## config.mk

```make
export PLATFORM = sky130hd
export DESIGN_NAME = ama_riscv_alu_arb
export DESIGN_NICKNAME = d
export VERILOG_FILES = /design/src/rtl/ama_riscv_alu_arb.sv
export SDC_FILE = /design/constraint.sdc
export NUM_CORES = 1
export LEC_CHECK = 0
export BUFFER_PORTS_ARGS = -buffer_cell sky130_fd_sc_hd__buf_2
export CAP_MARGIN = 20
export CELL_PAD_IN_SITES_DETAIL_PLACEMENT = 0
export CELL_PAD_IN_SITES_GLOBAL_PLACEMENT = 1
export CORE_MARGIN = 2
export CORE_UTILIZATION = 31
export CTS_CLUSTER_DIAMETER = 100
export DETAILED_ROUTE_END_ITERATION = 6
export HOLD_SLACK_MARGIN = 0.12
export PLACE_DENSITY_LB_ADDON = 0.1
export SLEW_MARGIN = 20
export SYNTH_ARGS = -nofsm -noshare
export SYNTH_HDL_FRONTEND = slang
export SYNTH_SLANG_ARGS = --single-unit
```

## constraint.sdc

```tcl
create_clock -name clk -period 2.67 [get_ports clk]
set_input_delay 0.1335 -clock clk [delete_from_list [all_inputs] [get_ports clk]]
set_output_delay 0.1335 -clock clk [all_outputs]
set_load 0.02 [all_outputs]
```

## src/rtl/ama_riscv_alu_arb.sv

```systemverilog
`default_nettype none
// ============================================================================
//  Module   : ama_riscv_alu_arb
//  Purpose  : Shares one combinational ALU between two requesters (r0: main
//             EX path, r1: auxiliary unit). Each requester has valid/ready
//             request and response channels. A single-entry operand stage
//             drives the ALU. Arbitration is round-robin or fixed priority,
//             and each requester has a saturating grant counter.
//  Revision : 1.0  initial release
// ============================================================================
module ama_riscv_alu_arb #(
    parameter int              RR_EN      = 1,   // 1: round-robin, 0: r0 always wins
    parameter int              CNT_W      = 16,  // grant counter width
    parameter int              ARCH_W     = 32,  // operand / result width
    parameter int              OP_W       = 4,   // ALU opcode width
    parameter logic [OP_W-1:0] ALU_OP_OFF = '0   // opcode driven when ALU is idle
) (
    input  logic              clk,
    input  logic              rst_n,

    // requester 0
    input  logic              r0_req_valid_i,
    output logic              r0_req_ready_o,
    input  logic [OP_W-1:0]   r0_op_i,
    input  logic [ARCH_W-1:0] r0_a_i,
    input  logic [ARCH_W-1:0] r0_b_i,
    output logic              r0_rsp_valid_o,
    input  logic              r0_rsp_ready_i,
    output logic [ARCH_W-1:0] r0_rsp_s_o,

    // requester 1
    input  logic              r1_req_valid_i,
    output logic              r1_req_ready_o,
    input  logic [OP_W-1:0]   r1_op_i,
    input  logic [ARCH_W-1:0] r1_a_i,
    input  logic [ARCH_W-1:0] r1_b_i,
    output logic              r1_rsp_valid_o,
    input  logic              r1_rsp_ready_i,
    output logic [ARCH_W-1:0] r1_rsp_s_o,

    // shared ALU
    output logic [OP_W-1:0]   alu_op_o,
    output logic [ARCH_W-1:0] alu_a_o,
    output logic [ARCH_W-1:0] alu_b_o,
    input  logic [ARCH_W-1:0] alu_s_i,

    // grant statistics
    output logic [CNT_W-1:0]  r0_grant_cnt_o,
    output logic [CNT_W-1:0]  r1_grant_cnt_o
);

    localparam logic             RR      = (RR_EN != 0);
    localparam logic [CNT_W-1:0] CNT_ONE = {{(CNT_W-1){1'b0}}, 1'b1};

    // operand stage and arbitration state
    logic              stg_vld_q;
    logic              stg_own_q;
    logic [OP_W-1:0]   stg_op_q;
    logic [ARCH_W-1:0] stg_a_q;
    logic [ARCH_W-1:0] stg_b_q;
    logic              rr_ptr_q;
    logic [CNT_W-1:0]  cnt0_q;
    logic [CNT_W-1:0]  cnt1_q;

    logic              w_own_rsp_rdy;
    logic              w_drain;
    logic              w_free;
    logic              w_any;
    logic              w_gnt;
    logic              w_acc;
    logic [OP_W-1:0]   w_acc_op;
    logic [ARCH_W-1:0] w_acc_a;
    logic [ARCH_W-1:0] w_acc_b;

    // Arbitration: only the current owner's rsp_ready can free the stage, so
    // the non-owner's rsp_ready never influences request acceptance.
    always_comb begin
        w_own_rsp_rdy = stg_own_q ? r1_rsp_ready_i : r0_rsp_ready_i;
        w_drain       = stg_vld_q & w_own_rsp_rdy;
        w_free        = ~stg_vld_q | w_drain;
        w_any         = r0_req_valid_i | r1_req_valid_i;
        if (r0_req_valid_i && r1_req_valid_i) begin
            w_gnt = RR ? rr_ptr_q : 1'b0;
        end else begin
            w_gnt = r1_req_valid_i;
        end
        // rst_n gating keeps both readies low while reset is asserted
        w_acc          = w_free & w_any & rst_n;
        r0_req_ready_o = w_acc & ~w_gnt;
        r1_req_ready_o = w_acc &  w_gnt;
        w_acc_op       = w_gnt ? r1_op_i : r0_op_i;
        w_acc_a        = w_gnt ? r1_a_i  : r0_a_i;
        w_acc_b        = w_gnt ? r1_b_i  : r0_b_i;
    end

    // Operand stage: load on accept, empty on drain without a new accept.
    always_ff @(posedge clk or negedge rst_n) begin
        if (!rst_n) begin
            stg_vld_q <= 1'b0;
            stg_own_q <= 1'b0;
            stg_op_q  <= ALU_OP_OFF;
            stg_a_q   <= '0;
            stg_b_q   <= '0;
        end else if (w_acc) begin
            stg_vld_q <= 1'b1;
            stg_own_q <= w_gnt;
            stg_op_q  <= w_acc_op;
            stg_a_q   <= w_acc_a;
            stg_b_q   <= w_acc_b;
        end else if (w_drain) begin
            stg_vld_q <= 1'b0;
        end
    end

    // Round-robin pointer prefers the requester that was not just granted.
    always_ff @(posedge clk or negedge rst_n) begin
        if (!rst_n) begin
            rr_ptr_q <= 1'b0;
        end else if (RR && w_acc) begin
            rr_ptr_q <= ~w_gnt;
        end
    end

    // Saturating grant counters, one per requester.
    always_ff @(posedge clk or negedge rst_n) begin
        if (!rst_n) begin
            cnt0_q <= '0;
            cnt1_q <= '0;
        end else begin
            if (w_acc && !w_gnt && (cnt0_q != '1)) begin
                cnt0_q <= cnt0_q + CNT_ONE;
            end
            if (w_acc && w_gnt && (cnt1_q != '1)) begin
                cnt1_q <= cnt1_q + CNT_ONE;
            end
        end
    end

    // Outputs: ALU inputs are quiet when idle, results are zero unless valid.
    always_comb begin
        alu_op_o       = stg_vld_q ? stg_op_q : ALU_OP_OFF;
        alu_a_o        = stg_vld_q ? stg_a_q  : '0;
        alu_b_o        = stg_vld_q ? stg_b_q  : '0;
        r0_rsp_valid_o = stg_vld_q & ~stg_own_q;
        r1_rsp_valid_o = stg_vld_q &  stg_own_q;
        r0_rsp_s_o     = r0_rsp_valid_o ? alu_s_i : '0;
        r1_rsp_s_o     = r1_rsp_valid_o ? alu_s_i : '0;
        r0_grant_cnt_o = cnt0_q;
        r1_grant_cnt_o = cnt1_q;
    end

endmodule
`default_nettype wire

```

==> qor.txt, run 1 <==
Simple-gate portion of the synthesized area -> 0.255
CP Capture Type -> register
LEAKAGE -> 4.95 nW
Layout Skew -> 0.00820 ns
Maximum level of the CTS H-tree -> 3
Max clock buf depth -> 2
Syn-to-layout area delta -> 57.7%
Synth Area in XOR/XNOR -> 0.0435
Achievable Freq -> 413 MHz
Worst slew pin tran -> 0.812 ns
Status -> complete, no violations
Clk pwr share -> 0.231
Post-Synth Adder-Cell Area -> 0.00444
Yosys warns -> 0
Setup WS pre-CTS -> 0.534 ns
Clock slew seen by the registers of the worst setup and hold paths -> 0.07 ns
VDD IR max -> 306 µV
Arrival @ worst endpoint -> 2.61 ns
I/O pin cnt -> 342
Fin worst setup slack -> 0.251 ns
Final TNS setup -> 0 ns
Global-route usage over all layers -> 0.204
Max Used Layer -> met4
Initial drt markers -> 180
Clk_lat worst skew -> 0.35 ns
Via count -> 5845
Yosys reg bits -> 103
WHS -> 0.119 ns
Post-CTS Hold Fix Bufs -> 105
Most used DFF post-synth -> dfrtp_1
# Post-CTS Setup Buffers -> 0
Post-Syn Nets -> 774
Endpoints failing hold -> 0
Multiplexer area fraction after synthesis -> 0.128
Synth Area in Compound Gates -> 0.0765
RSZ-0062 raised after global routing -> false
Wire length per cell -> 16.1 µm
Post-route antenna net violation count -> 0
CTS resizes -> 0
Post-synthesis cell count -> 598
GP Congestion -> 0.968
Vias in the first global route -> 5832
Root buffer cell -> clkbuf_16
Switching pwr -> 2.13 mW
Nets -> 1198
Die area -> 19300 µm²
Combinational share of power -> 0.397
Critical path class -> register to register
Final Total Pwr -> 5.69 mW
Global route overflow -> 0
Final setup vio count -> 0
Core Region -> 17900 µm²
Post-DP HPWL -> 15200 µm
P_int -> 3.55 mW
Post-synth EDFFs -> 0
Layout cells sized above 1 -> 0.365
# rows -> 49
Placed cell count -> 1135
Relative slew slack -> 0.458
Clock sinks -> 103
Clock period minus worst slack -> 2.42 ns
Met2 wire len -> 10900 µm
Crit path launch type -> register
Via density -> 4.65
TritonCTS clock tree -> built
Met3 wire len -> 1100 µm
Mean Syn Cell Area -> 9.43 µm²
Post-synthesis sequential area ratio -> 0.457
Cts bufs inserted -> 9
Die Span Y -> 139 µm
Asr flop ratio synth -> 1.00
Initial Utilization -> 0.315
Post-synthesis cell type count -> 34
Largest net degree at the start of global routing -> 100
M1 wire length -> 7770 µm
Fin cells -> 1257
Switching power share of the total -> 0.375
DRT Pass-1 Iters -> 6
DRC -> 0
PwrDens -> 639 nW/µm²
Synthesized cell area -> 5640 µm²
Tcrit/Tclk final -> 0.906
Crit Path Max Fanout -> 28
Filler cell count -> 1777
Die width -> 139 µm
Port Buffers -> 341
First-pass GRT wire length -> 31200 µm
Initial antenna violation count -> 2
Detailed Route WL -> 20200 µm
Largest family of logic cells by synthesized area -> simple AND/OR/NAND/NOR gates
Worst hold path class -> input pin to register
Sequential share of power -> 0.373
Slew Viols, Final -> 0
Max Cap Viol -> 0
Data required, critical path -> 2.86 ns
-- cell usage after synthesis (3+ instances only) --
| library cell | n | area (µm²) |
|---|---|---|
| o21ai_0 | 68 | 340 |
| clkbuf_1 | 31 | 116 |
| nor2_1 | 14 | 52.6 |
| xnor2_1 | 16 | 140 |
| nand3_1 | 11 | 55.1 |
| buf_1 | 5 | 18.8 |
| nand4_1 | 9 | 56.3 |
| and2_1 | 103 | 644 |
| nor3_1 | 3 | 15.0 |
| mux2i_1 | 69 | 691 |
| buf_2 | 3 | 15.0 |
| mux2_2 | 3 | 33.8 |
| dfrtp_1 | 103 | 2580 |
| xor2_1 | 12 | 105 |
| and3_1 | 38 | 238 |
| nand2_1 | 83 | 312 |
| inv_1 | 3 | 11.3 |
-- metal layers --
layer  GRT usage  vias to the layer above
met2       0.390                      224
met1       0.222                     2728
met5           0                        -
met4      0.0787                        0
met3      0.0383                       26
li1            -                     2867
-- power groups by stage --
stage                     logic (mW)  registers [mW]  clock network, mW
after floorplan                 1.27            2.16                  0
after global placement          2.10            2.13                  0
after detailed placement        2.11            2.15                  0
after CTS                       2.29            2.12               1.36
after global routing            2.46            2.17               1.42
final                           2.26            2.12               1.31
-- state kept, by name, summed over array words and instances (netlist names) --
name / count
stg_own_q: 1
stg_op_q: 4
stg_b_q: 32
r0_grant_cnt_o: 16
stg_a_q: 32
stg_vld_q: 1
rr_ptr_q: 1
r1_grant_cnt_o: 16
-- stage by stage --
step,util,area (µm²)
after global routing,0.497,8900
after CTS,0.497,8890
after detailed placement,0.422,7550
final,0.497,8900
after global placement,0.422,7550
after floorplan,-,5640
-- worst paths after layout --
check,startpoint,to,slack (ns),depth (start not counted)
worst max register to register,rr_ptr_q,stg_a_q[11],0.25,6
worst min register to register,stg_a_q[1],stg_a_q[1],0.47,2
worst min-delay path,r0_a_i[1],stg_a_q[1],0.12,3
worst max-delay path,rr_ptr_q,stg_a_q[11],0.25,6
min in group asynchronous,rst_n,r0_grant_cnt_o[6],0.46,3
max in group asynchronous,rst_n,stg_vld_q,1.60,3
-- final cells by class --
cell class | instances | area (µm²) | area share
Antenna cell | 2 | 5.00 | 0.000563
Multi-Input combinational cell | 449 | 2880 | 0.324
Tap cell | 229 | 287 | 0.0322
Clock buffer | 10 | 229 | 0.0257
Clock inverter | 5 | 60.1 | 0.00675
Inverter | 3 | 11.3 | 0.00127
Sequential cell | 103 | 2580 | 0.290
Timing Repair Buffer | 456 | 2850 | 0.320
-- worst max-delay path, cell delays in order, from the launching register on --
cell and delay (ns):
dfrtp_1 0.37, nand2b_1 0.20, nand2_4 0.41, buf_4 0.37, mux2i_1 0.24, dlygate4sd3_1 0.57, o21ai_0 0.08
-- layout by cell type, fill, tap and decap left out, drive strengths merged, types with 3 or more instances in the layout --
master and count:
clkinv 3, mux2i 69, buf 351, nor2 14, nand3 11, nand4 9, and2 103, xnor2 16
inv 3, nand2 83, dfrtp 103, xor2 12, clkbuf 10, nor3 3, o21ai 69, dlygate4sd3 105
and3 38, mux2 3
-- logic make-up after synthesis --
family                     Yosys count
xor gates and xnor gates            28
AOI/OAI and AO/OA                   78
muxes                               72
DFF                                103
buffers and inverters               46
adders and majority gates            2
and+or+nand+nor                    269
Note: power is estimated with default switching activity, not from simulation.
==> run 2, diff against run 1 <==
--- a/config.mk
+++ b/config.mk
@@ -10,7 +10,8 @@
 export CELL_PAD_IN_SITES_DETAIL_PLACEMENT = 0
 export CELL_PAD_IN_SITES_GLOBAL_PLACEMENT = 1
 export CORE_MARGIN = 2
-export CORE_UTILIZATION = 31
+export CORE_UTILIZATION = 32
+export CTS_BUF_LIST = sky130_fd_sc_hd__clkbuf_2
 export CTS_CLUSTER_DIAMETER = 100
 export DETAILED_ROUTE_END_ITERATION = 6
 export HOLD_SLACK_MARGIN = 0.12
==> qor.txt, run 2 (synthesis results as in run 1) <==
Arrival @ worst endpoint -> 2.96 ns
Final Total Pwr -> 5.14 mW
Fin worst setup slack -> 0.251 ns
Worst R2R Setup Slack -> 0.25 ns
GP Congestion -> 0.816
Die Span Y -> 137 µm
Clock sinks -> 103
Clock period minus worst slack -> 2.42 ns
Crit Path Max Fanout -> 20
Largest net degree at the start of global routing -> 87
Detailed Route WL -> 20100 µm
Slew Viols, Final -> 0
Commonest non-fill, non-tap cell in the layout -> buf_2
Met1 Resource Use GR -> 0.218
Post-CTS Hold Fix Bufs -> 143
Max Cap Viol -> 0
Achievable Freq -> 413 MHz
Vias in the first global route -> 5930
Filler cell count -> 1669
Worst hold path class -> input pin to async pin
Most frequent cells in the layout -> buf_2, dlygate4sd3_1, and2_1, dfrtp_1, nand2_1
Global route overflow -> 0
First-pass GRT wire length -> 30200 µm
Clock slew seen by the registers of the worst setup and hold paths -> 0.31 ns
PwrDens -> 564 nW/µm²
Initial antenna violation count -> 2
# rows -> 48
Final TNS setup -> 0 ns
Final setup vio count -> 0
Core Region -> 17200 µm²
Worst-case reg-to-reg path depth -> 6
Setup WS pre-CTS -> 0.510 ns
Layout Skew -> 0.0378 ns
Global-route usage over all layers -> 0.209
Max clock buf depth -> 2
Port Buffers -> 341
Fin cells -> 1293
Data required, critical path -> 3.21 ns
LEAKAGE -> 5.04 nW
Critical path class -> register to register
# Post-CTS Setup Buffers -> 0
Via count -> 5964
Die width -> 137 µm
Tcrit/Tclk final -> 0.906
Post-DP HPWL -> 14800 µm
Crit path buf inv count -> 2
Top cell by count, worst path -> dlygate4sd3_1
Via density -> 4.61
Die area -> 18700 µm²
Initial drt markers -> 215
Clk_lat worst skew -> 0.60 ns
Endpoints failing hold -> 0
VDD IR max -> 307 µV
Busiest grt layer -> met2
TritonCTS clock tree -> built
Wire length per cell -> 15.5 µm
Worst path max stage delay -> 0.57 ns
Largest regs -> stg_a_q: 32 flops, stg_b_q: 32 flops
Placed cell count -> 1132
Nets -> 1237
Cts bufs inserted -> 9
CTS resizes -> 0
I/O pin cnt -> 342
Crit path launch type -> register
WHS -> 0.224 ns
Worst path cell trace -> nand2b_1 -> nand2_4 -> mux2i_1 -> dlygate4sd3_1 -> o21ai_0 -> dlygate4sd3_1
Met2 usage -> 0.401
Status -> complete, no violations
Initial Utilization -> 0.327
Crit-path slowest cell -> dlygate4sd3_1
Met3 usage -> 0.0500
Root buffer cell -> clkbuf_2
Relative slew slack -> 0.537
CP Capture Type -> register
Worst r2r dst -> stg_b_q[30]
Maximum level of the CTS H-tree -> 3
Critical path's top delay family -> buffers and inverters
Reg2Reg Launch Point -> rr_ptr_q
Layout cells sized above 1 -> 0.354
Post-route antenna net violation count -> 0
Syn-to-layout area delta -> 61.4%
DRT Pass-1 Iters -> 4
Worst slew pin tran -> 0.695 ns
RSZ-0062 raised after global routing -> false
DRC -> 0
## run 2: how the worst max path moves through the flow
| stage | to | depth (start not counted) | slack [ns] | from |
|---|---|---|---|---|
| finish | stg_b_q[30] | 6 | 0.25 | rr_ptr_q |
| global route | r0_rsp_s_o[29] | 5 | 0.12 | stg_vld_q |
| CTS | r0_rsp_s_o[22] | 5 | 0.24 | stg_vld_q |
| detailed placement | r0_grant_cnt_o[4] | 6 | 0.51 | r0_grant_cnt_o[0] |
| global placement | r0_grant_cnt_o[4] | 6 | 0.56 | r0_grant_cnt_o[0] |
| floorplan | r0_grant_cnt_o[4] | 7 | 0.52 | r0_grant_cnt_o[0] |
## run 2: report_power, final
group	switching [mW]	total [mW]	leakage [nW]	internal, mW
Combinational	1.34	2.35	3.68	1.01
Clock	0.554	0.689	0.0670	0.135
Sequential	0.206	2.09	1.30	1.89
## run 2: per-layer routing
layer / vias up / part of all wire
li1: 2942 / -
met1: 2784 / 0.36
met2: 209 / 0.54
met3: 29 / 0.074
met4: 0 / 0.026
met5: - / 0
## run 2: final cells by class
cell class,count,area (µm²),area share
clock buffers,9,45.0,0.00495
multi-input cells,449,2880,0.316
repair buffers,495,3250,0.357
inverters,3,11.3,0.00124
diodes,2,5.00,0.000550
clock inverters,7,53.8,0.00591
well taps,225,282,0.0309
flip-flops and latches,103,2580,0.283
## run 2: per-stage QoR
| stage | util | area, µm² |
|---|---|---|
| detailed placement | 0.439 | 7570 |
| global route | 0.528 | 9100 |
| CTS | 0.528 | 9100 |
| global placement | 0.439 | 7570 |
| finish | 0.528 | 9100 |
| floorplan | - | 5640 |
## run 2: worst min-delay path: cells and delay by family
family	cells	cell delay, ns
buffers and inverters	3	1.23
